===== src/rtl/alu_seq_pkg.sv =====
// alu_seq_pkg: shared control codes, FSM states and aluOp encodings for the sequential ALU.
package alu_seq_pkg;
  typedef enum logic [3:0] {
    ADD, SUB, AND, OR, XOR, SLT, SLTU, SLL, SRL, SRA, MUL, DIV, DIVU, REM, REMU, ILLEGAL
  } alu_ctrl_t;
  typedef enum logic [1:0] {IDLE, ITER, FIX} state_t;
  localparam logic [1:0] ALUOP_ADD   = 2'b00;
  localparam logic [1:0] ALUOP_SUB   = 2'b01;
  localparam logic [1:0] ALUOP_FUNCT = 2'b10;
  localparam logic [1:0] ALUOP_ILL   = 2'b11;
endpackage


===== src/rtl/alu_ctrl_decode.sv =====
// alu_ctrl_decode: combinational map from aluOp and instruction fields to an ALU control code.
module alu_ctrl_decode
  import alu_seq_pkg::*;
(
  input  logic [1:0] aluOp,
  input  logic [2:0] funct3,
  input  logic       funct7_5,
  input  logic       funct7_0,
  input  logic       op_5,
  output alu_ctrl_t  ctrl,
  output logic       is_iterative
);
  alu_ctrl_t w_base, w_mext;
  always_comb begin
    case (funct3)
      3'b000:  w_base = (op_5 && funct7_5) ? SUB : ADD;
      3'b001:  w_base = SLL;
      3'b010:  w_base = SLT;
      3'b011:  w_base = SLTU;
      3'b100:  w_base = XOR;
      3'b101:  w_base = funct7_5 ? SRA : SRL;
      3'b110:  w_base = OR;
      default: w_base = AND;
    endcase
    case (funct3)
      3'b000:  w_mext = MUL;
      3'b100:  w_mext = DIV;
      3'b101:  w_mext = DIVU;
      3'b110:  w_mext = REM;
      3'b111:  w_mext = REMU;
      default: w_mext = ILLEGAL;
    endcase
  end
  assign ctrl = aluOp == ALUOP_ADD ? ADD :
                aluOp == ALUOP_SUB ? SUB :
                aluOp == ALUOP_ILL ? ILLEGAL :
                (op_5 && funct7_0) ? w_mext : w_base;
  assign is_iterative = ctrl inside {MUL, DIV, DIVU, REM, REMU};
endmodule


===== src/rtl/alu_seq_unit.sv =====
// alu_seq_unit: registered ALU with single-cycle base ops and iterative shift-add multiply
// and restoring divide behind a start/busy/done handshake.
module alu_seq_unit
  import alu_seq_pkg::*;
#(
  parameter int XLEN = 32
) (
  input  logic            clk,
  input  logic            rst_n,
  input  logic            start,
  input  logic [1:0]      aluOp,
  input  logic [2:0]      funct3,
  input  logic            funct7_5,
  input  logic            funct7_0,
  input  logic            op_5,
  input  logic [XLEN-1:0] srcA,
  input  logic [XLEN-1:0] srcB,
  output logic            busy,
  output logic            done,
  output logic            err,
  output logic [XLEN-1:0] result,
  output logic            zero
);
  localparam int SW = $clog2(XLEN);
  alu_ctrl_t       w_ctrl, r_ctrl;
  logic            w_iter;
  state_t          r_state;
  logic [SW-1:0]   r_cnt;
  logic [XLEN-1:0] r_a, r_b, r_acc, r_result, w_alu, w_fix;
  logic            r_qneg, r_rneg, r_done, r_err;
  logic            w_sgn, w_na, w_nb, w_mul;
  logic [XLEN:0]   w_sh, w_diff;
  alu_ctrl_decode u_dec (
    .aluOp(aluOp), .funct3(funct3), .funct7_5(funct7_5), .funct7_0(funct7_0),
    .op_5(op_5), .ctrl(w_ctrl), .is_iterative(w_iter)
  );
  always_comb begin
    case (w_ctrl)
      ADD:     w_alu = srcA + srcB;
      SUB:     w_alu = srcA - srcB;
      AND:     w_alu = srcA & srcB;
      OR:      w_alu = srcA | srcB;
      XOR:     w_alu = srcA ^ srcB;
      SLT:     w_alu = XLEN'($signed(srcA) < $signed(srcB));
      SLTU:    w_alu = XLEN'(srcA < srcB);
      SLL:     w_alu = srcA << srcB[SW-1:0];
      SRL:     w_alu = srcA >> srcB[SW-1:0];
      SRA:     w_alu = $signed(srcA) >>> srcB[SW-1:0];
      default: w_alu = '0;
    endcase
  end
  assign w_sgn  = w_ctrl inside {DIV, REM};
  assign w_na   = w_sgn & srcA[XLEN-1];
  assign w_nb   = w_sgn & srcB[XLEN-1];
  assign w_mul  = r_ctrl == MUL;
  assign w_sh   = {r_acc, r_a[XLEN-1]};
  assign w_diff = w_sh - {1'b0, r_b};
  // Divide-by-zero naturally yields all-ones quotient and dividend remainder on magnitudes,
  // so only the quotient sign flip is suppressed; overflow needs no special handling.
  assign w_fix = w_mul ? r_acc :
                 (r_ctrl inside {REM, REMU}) ? (r_rneg ? -r_acc : r_acc) :
                 (r_qneg ? -r_a : r_a);
  always_ff @(posedge clk) begin
    if (!rst_n) begin
      r_state  <= IDLE;
      r_done   <= 1'b0;
      r_err    <= 1'b0;
      r_result <= '0;
    end else begin
      r_done <= 1'b0;
      case (r_state)
        IDLE: if (start) begin
          if (w_iter) begin
            r_state <= ITER;
            r_ctrl  <= w_ctrl;
            r_cnt   <= '0;
            r_acc   <= '0;
            r_a     <= w_na ? -srcA : srcA;
            r_b     <= w_nb ? -srcB : srcB;
            r_qneg  <= (w_na ^ w_nb) & (|srcB);
            r_rneg  <= w_na;
          end else begin
            r_result <= w_alu;
            r_err    <= w_ctrl == ILLEGAL;
            r_done   <= 1'b1;
          end
        end
        ITER: begin
          r_acc <= w_mul ? r_acc + (r_b[0] ? r_a : '0) :
                   (w_diff[XLEN] ? w_sh[XLEN-1:0] : w_diff[XLEN-1:0]);
          r_a   <= w_mul ? r_a << 1 : {r_a[XLEN-2:0], ~w_diff[XLEN]};
          r_b   <= w_mul ? r_b >> 1 : r_b;
          r_cnt <= r_cnt + 1'b1;
          if (r_cnt == SW'(XLEN - 1)) r_state <= FIX;
        end
        FIX: begin
          r_result <= w_fix;
          r_err    <= 1'b0;
          r_done   <= 1'b1;
          r_state  <= IDLE;
        end
        default: r_state <= IDLE;
      endcase
    end
  end
  assign busy   = r_state != IDLE;
  assign done   = r_done;
  assign err    = r_err;
  assign result = r_result;
  assign zero   = r_result == '0;
endmodule

===== config.mk =====
export PLATFORM = sky130hd
export DESIGN_NAME = alu_seq_unit
export DESIGN_NICKNAME = d
export VERILOG_FILES = /design/src/rtl/alu_seq_pkg.sv /design/src/rtl/alu_ctrl_decode.sv /design/src/rtl/alu_seq_unit.sv
export SDC_FILE = /design/constraint.sdc
export NUM_CORES = 1
export LEC_CHECK = 0
export BUFFER_PORTS_ARGS = -buffer_cell sky130_fd_sc_hd__buf_2
export CAP_MARGIN = 20
export CELL_PAD_IN_SITES_DETAIL_PLACEMENT = 1
export CELL_PAD_IN_SITES_GLOBAL_PLACEMENT = 2
export CORE_MARGIN = 4
export CORE_UTILIZATION = 41
export DETAILED_ROUTE_END_ITERATION = 8
export PLACE_DENSITY_LB_ADDON = 0.25
export SETUP_SLACK_MARGIN = 0.05
export SYNTH_ARGS = -nofsm -noshare
export SYNTH_HDL_FRONTEND = slang
export SYNTH_SLANG_ARGS = --single-unit
export TNS_END_PERCENT = 1

===== constraint.sdc =====
create_clock -name clk -period 22.8 [get_ports clk]
set_clock_uncertainty 0.05 [all_clocks]
set_input_delay 1.14 -clock clk [delete_from_list [all_inputs] [get_ports clk]]
set_output_delay 1.14 -clock clk [all_outputs]
set_load 0.005 [all_outputs]

==> impl_metrics.json <==
{
  "status": "complete, no violations",
  "worstPathRequired_ps": 23060,
  "gr-total-overflow": 0,
  "die_area_sq_um": 56100,
  "core-area_sq_um": 51600,
  "num_rows": 83,
  "worstReg2RegEnd": "r_acc[31]$_SDFFCE_PN0P_",
  "clock-sinks": 143,
  "ys_seq_area_frac": 0.183,
  "cp_data_arrival_time_ps": 5680,
  "setup-tns-final_ps": 0,
  "io_pins": 111,
  "hpwl_microns": 81500,
  "wirelength_microns": 104000,
  "yosys_most_used_dff": "edfxtp_1",
  "final_core_util": 0.448,
  "synthTopCellsByCount": "259 x nor2_1, 258 x a21oi_1, 258 x nand2_1, 212 x o21ai_0, 170 x ha_1",
  "final-hold-violation-count": 0,
  "cts_resized": 0,
  "gp_congestion": 1.01,
  "cts.reportedPaths.clkPinSlew_ps": 80,
  "post_cts_buffers": 0,
  "syn_area_per_cell_sq_um": 7.53,
  "cts-htree-levels": 4,
  "antennaDiodeCount": 0,
  "cts-hold-fix-buffers": 0,
  "cp_cell_sequence": "buf_2, buf_4, clkinv_1, buf_4, ha_1, nand2b_1, a221oi_1, o21ai_0, o311a_1, a21oi_1, nor2_1, o21ai_0, nor3_1, a2111oi_0, o22ai_1",
  "hold_class": "reg2reg",
  "track_usage": 0.354,
  "synthCells": 2852,
  "p_leak_nw": 9.13,
  "drt_iter0_drc": 2521,
  "yosys.area.top_type": "edfxtp_1",
  "fin_area_sq_um": 23100,
  "route.detailed.drc": 0,
  "grt_max_degree": 108,
  "io_buffers": 110,
  "cts-root-buf": "clkbuf_16",
  "antenna_left": 0,
  "final_nets": 3090,
  "min_to": "result[0]$_SDFFE_PN0P_",
  "fmax_mhz": 185,
  "cp-start-kind": "input pin",
  "ys_warn_count": 0,
  "clockBufferDepth": 2,
  "synthesis.area_sq_um": 21500,
  "via_count": 23400,
  "synth-seq-cells": 143,
  "vdd_drop_max_uv": 53.5,
  "synthesis.nets": 3101,
  "synth_edf_count": 107,
  "wl_per_cell_microns": 29.3,
  "reg2reg_depth": 12,
  "period_share": 0.237,
  "synth_area_leaders": "edfxtp_1 15%, ha_1 9.9%, a21oi_1 6.0%",
  "drv_cap": 0,
  "cellPowerDensity_nw_per_um2": 45.0,
  "r2r_slack_ps": 18340,
  "start_util": 0.416,
  "area_delta_synth_final_pct": 7.78,
  "ys_types": 93,
  "firstDrtPassIters": 5,
  "slew_viol_final": 0,
  "setup_viol": 0,
  "antenna_found_initial": 0,
  "end_kind": "flip-flop",
  "placed_cell_area_sq_um": 22500,
  "grt_first_pass_wirelength_microns": 153000,
  "clk_latency_ps": 450,
  "synth_top_area_frac": 0.150,
  "synth_most_common_cell": "nor2_1",
  "min_from": "result[0]$_SDFFE_PN0P_",
  "rsz0062_at_grt": "no",
  "dieHeight_microns": 237,
  "relSlewSlack": 0.253,
  "drive_gt1_frac": 0.0974,
  "cp_max_fo": 71,
  "via_per_inst": 6.62,
  "die_w_microns": 237,
  "holdPathStages": 2,
  "crit_type": "in2reg",
  "cts_tree": "done",
  "cpPeakStageDelay_ps": 600,
  "synth_async_sr_flop_share": 0,
  "tightest_slew_ps": 1120,
  "grt_pass1_vias": 23100,
  "cts_buffers": 17,
  "finalCriticalPeriod_ps": 5410,
  "cp_slowest_cell": "buf_4",
  "r2r-start": "r_b[0]$_DFFE_PP_"
}
where the power goes:
group / switching, W / total [W] / internal (W) / leakage (nW)
registers: 0.0000168 / 0.000313 / 0.000297 / 1.28
logic: 0.000273 / 0.000418 / 0.000145 / 7.55
clock network: 0.000134 / 0.000310 / 0.000176 / 0.301
total: 0.000424 / 0.00104 / 0.000618 / 9.13
logic make-up after synthesis:
family	synth area share
AOI/OAI and AO/OA	0.310
xor gates and xnor gates	0.0644
adders and majority gates	0.103
buffers and inverters	0.0620
DFF	0.183
muxes	0.0860
and+or+nand+nor	0.191
how the worst max path moves through the flow:
stage	from	end	slack [ps]	cells after the start
after global placement	srcB[2]	result[19]$_SDFFE_PN0P_	17150	15
after detailed placement	srcB[2]	result[24]$_SDFFE_PN0P_	17040	15
final	srcB[2]	result[24]$_SDFFE_PN0P_	17390	15
after global routing	srcB[2]	result[24]$_SDFFE_PN0P_	17160	15
after CTS	srcB[2]	result[24]$_SDFFE_PN0P_	17520	15
after floorplan	funct3[0]	r_b[0]$_DFFE_PP_	13860	9
routing by layer:
metal  global-route usage  vias to the layer above  wire [microns]
li1                     -                    10600               -
met1                0.491                    11700           45700
met2                0.560                      921           46300
met3               0.0380                      200            6410
met4                0.153                        0            5180
met5                    0                        -               0
layout make-up:
cell class	instances	area, sq um
clock buffer	17	425
inverter	159	597
tap	680	851
clock inverter	15	200
multi-input combinational	2365	16200
sequential	143	3930
timing repair buffer	155	891
fill	6461	28500
placed cells by master (no fill, tap or decap), types with 22 or more instances in the layout:
cell type  count
nor4_1        31
o31ai_1       45
buf_4         46
ha_1         170
nand2_1      257
a21o_1        53
o22ai_1       52
a211oi_1      46
o211ai_1      26
a21oi_1      257
nor2_1       258
dfxtp_1       36
xor2_1        34
mux4_2        46
nor3_1        64
mux2i_1       72
buf_2        109
nand3_1       40
a31oi_1       34
o21ai_0      212
edfxtp_1     107
o21bai_1      23
or3_1         31
nand2b_1      29
inv_1        153
and2_1        45
xnor2_1      124
o21a_1        22
o21ai_1       53
metrics by stage:
stage	hold slack, ps	power [W]	worst slack (ps)	std cells
floorplan	411	0.000579	13860	2852
global placement	445	0.000717	17150	3502
detailed placement	446	0.000723	17040	3502
CTS	457	0.00103	17520	3534
global route	479	0.00109	17160	3534
finish	467	0.00104	17390	3534
worst max-delay path: cells and delay by family:
family          cells  cell delay [ps]
simple gates        3              400
fa+ha+maj           1              440
buf+inv             4             1170
compound gates      7             2520
registers in the layout, indices dropped and copies added, names as in the netlist:
| name | count |
|---|---|
| r_a | 32 |
| r_cnt | 5 |
| done | 1 |
| r_qneg | 1 |
| result | 32 |
| err | 1 |
| r_acc | 32 |
| r_state | 2 |
| r_ctrl | 4 |
| r_b | 32 |
| r_rneg | 1 |
Power figures use the tool's default switching activity.
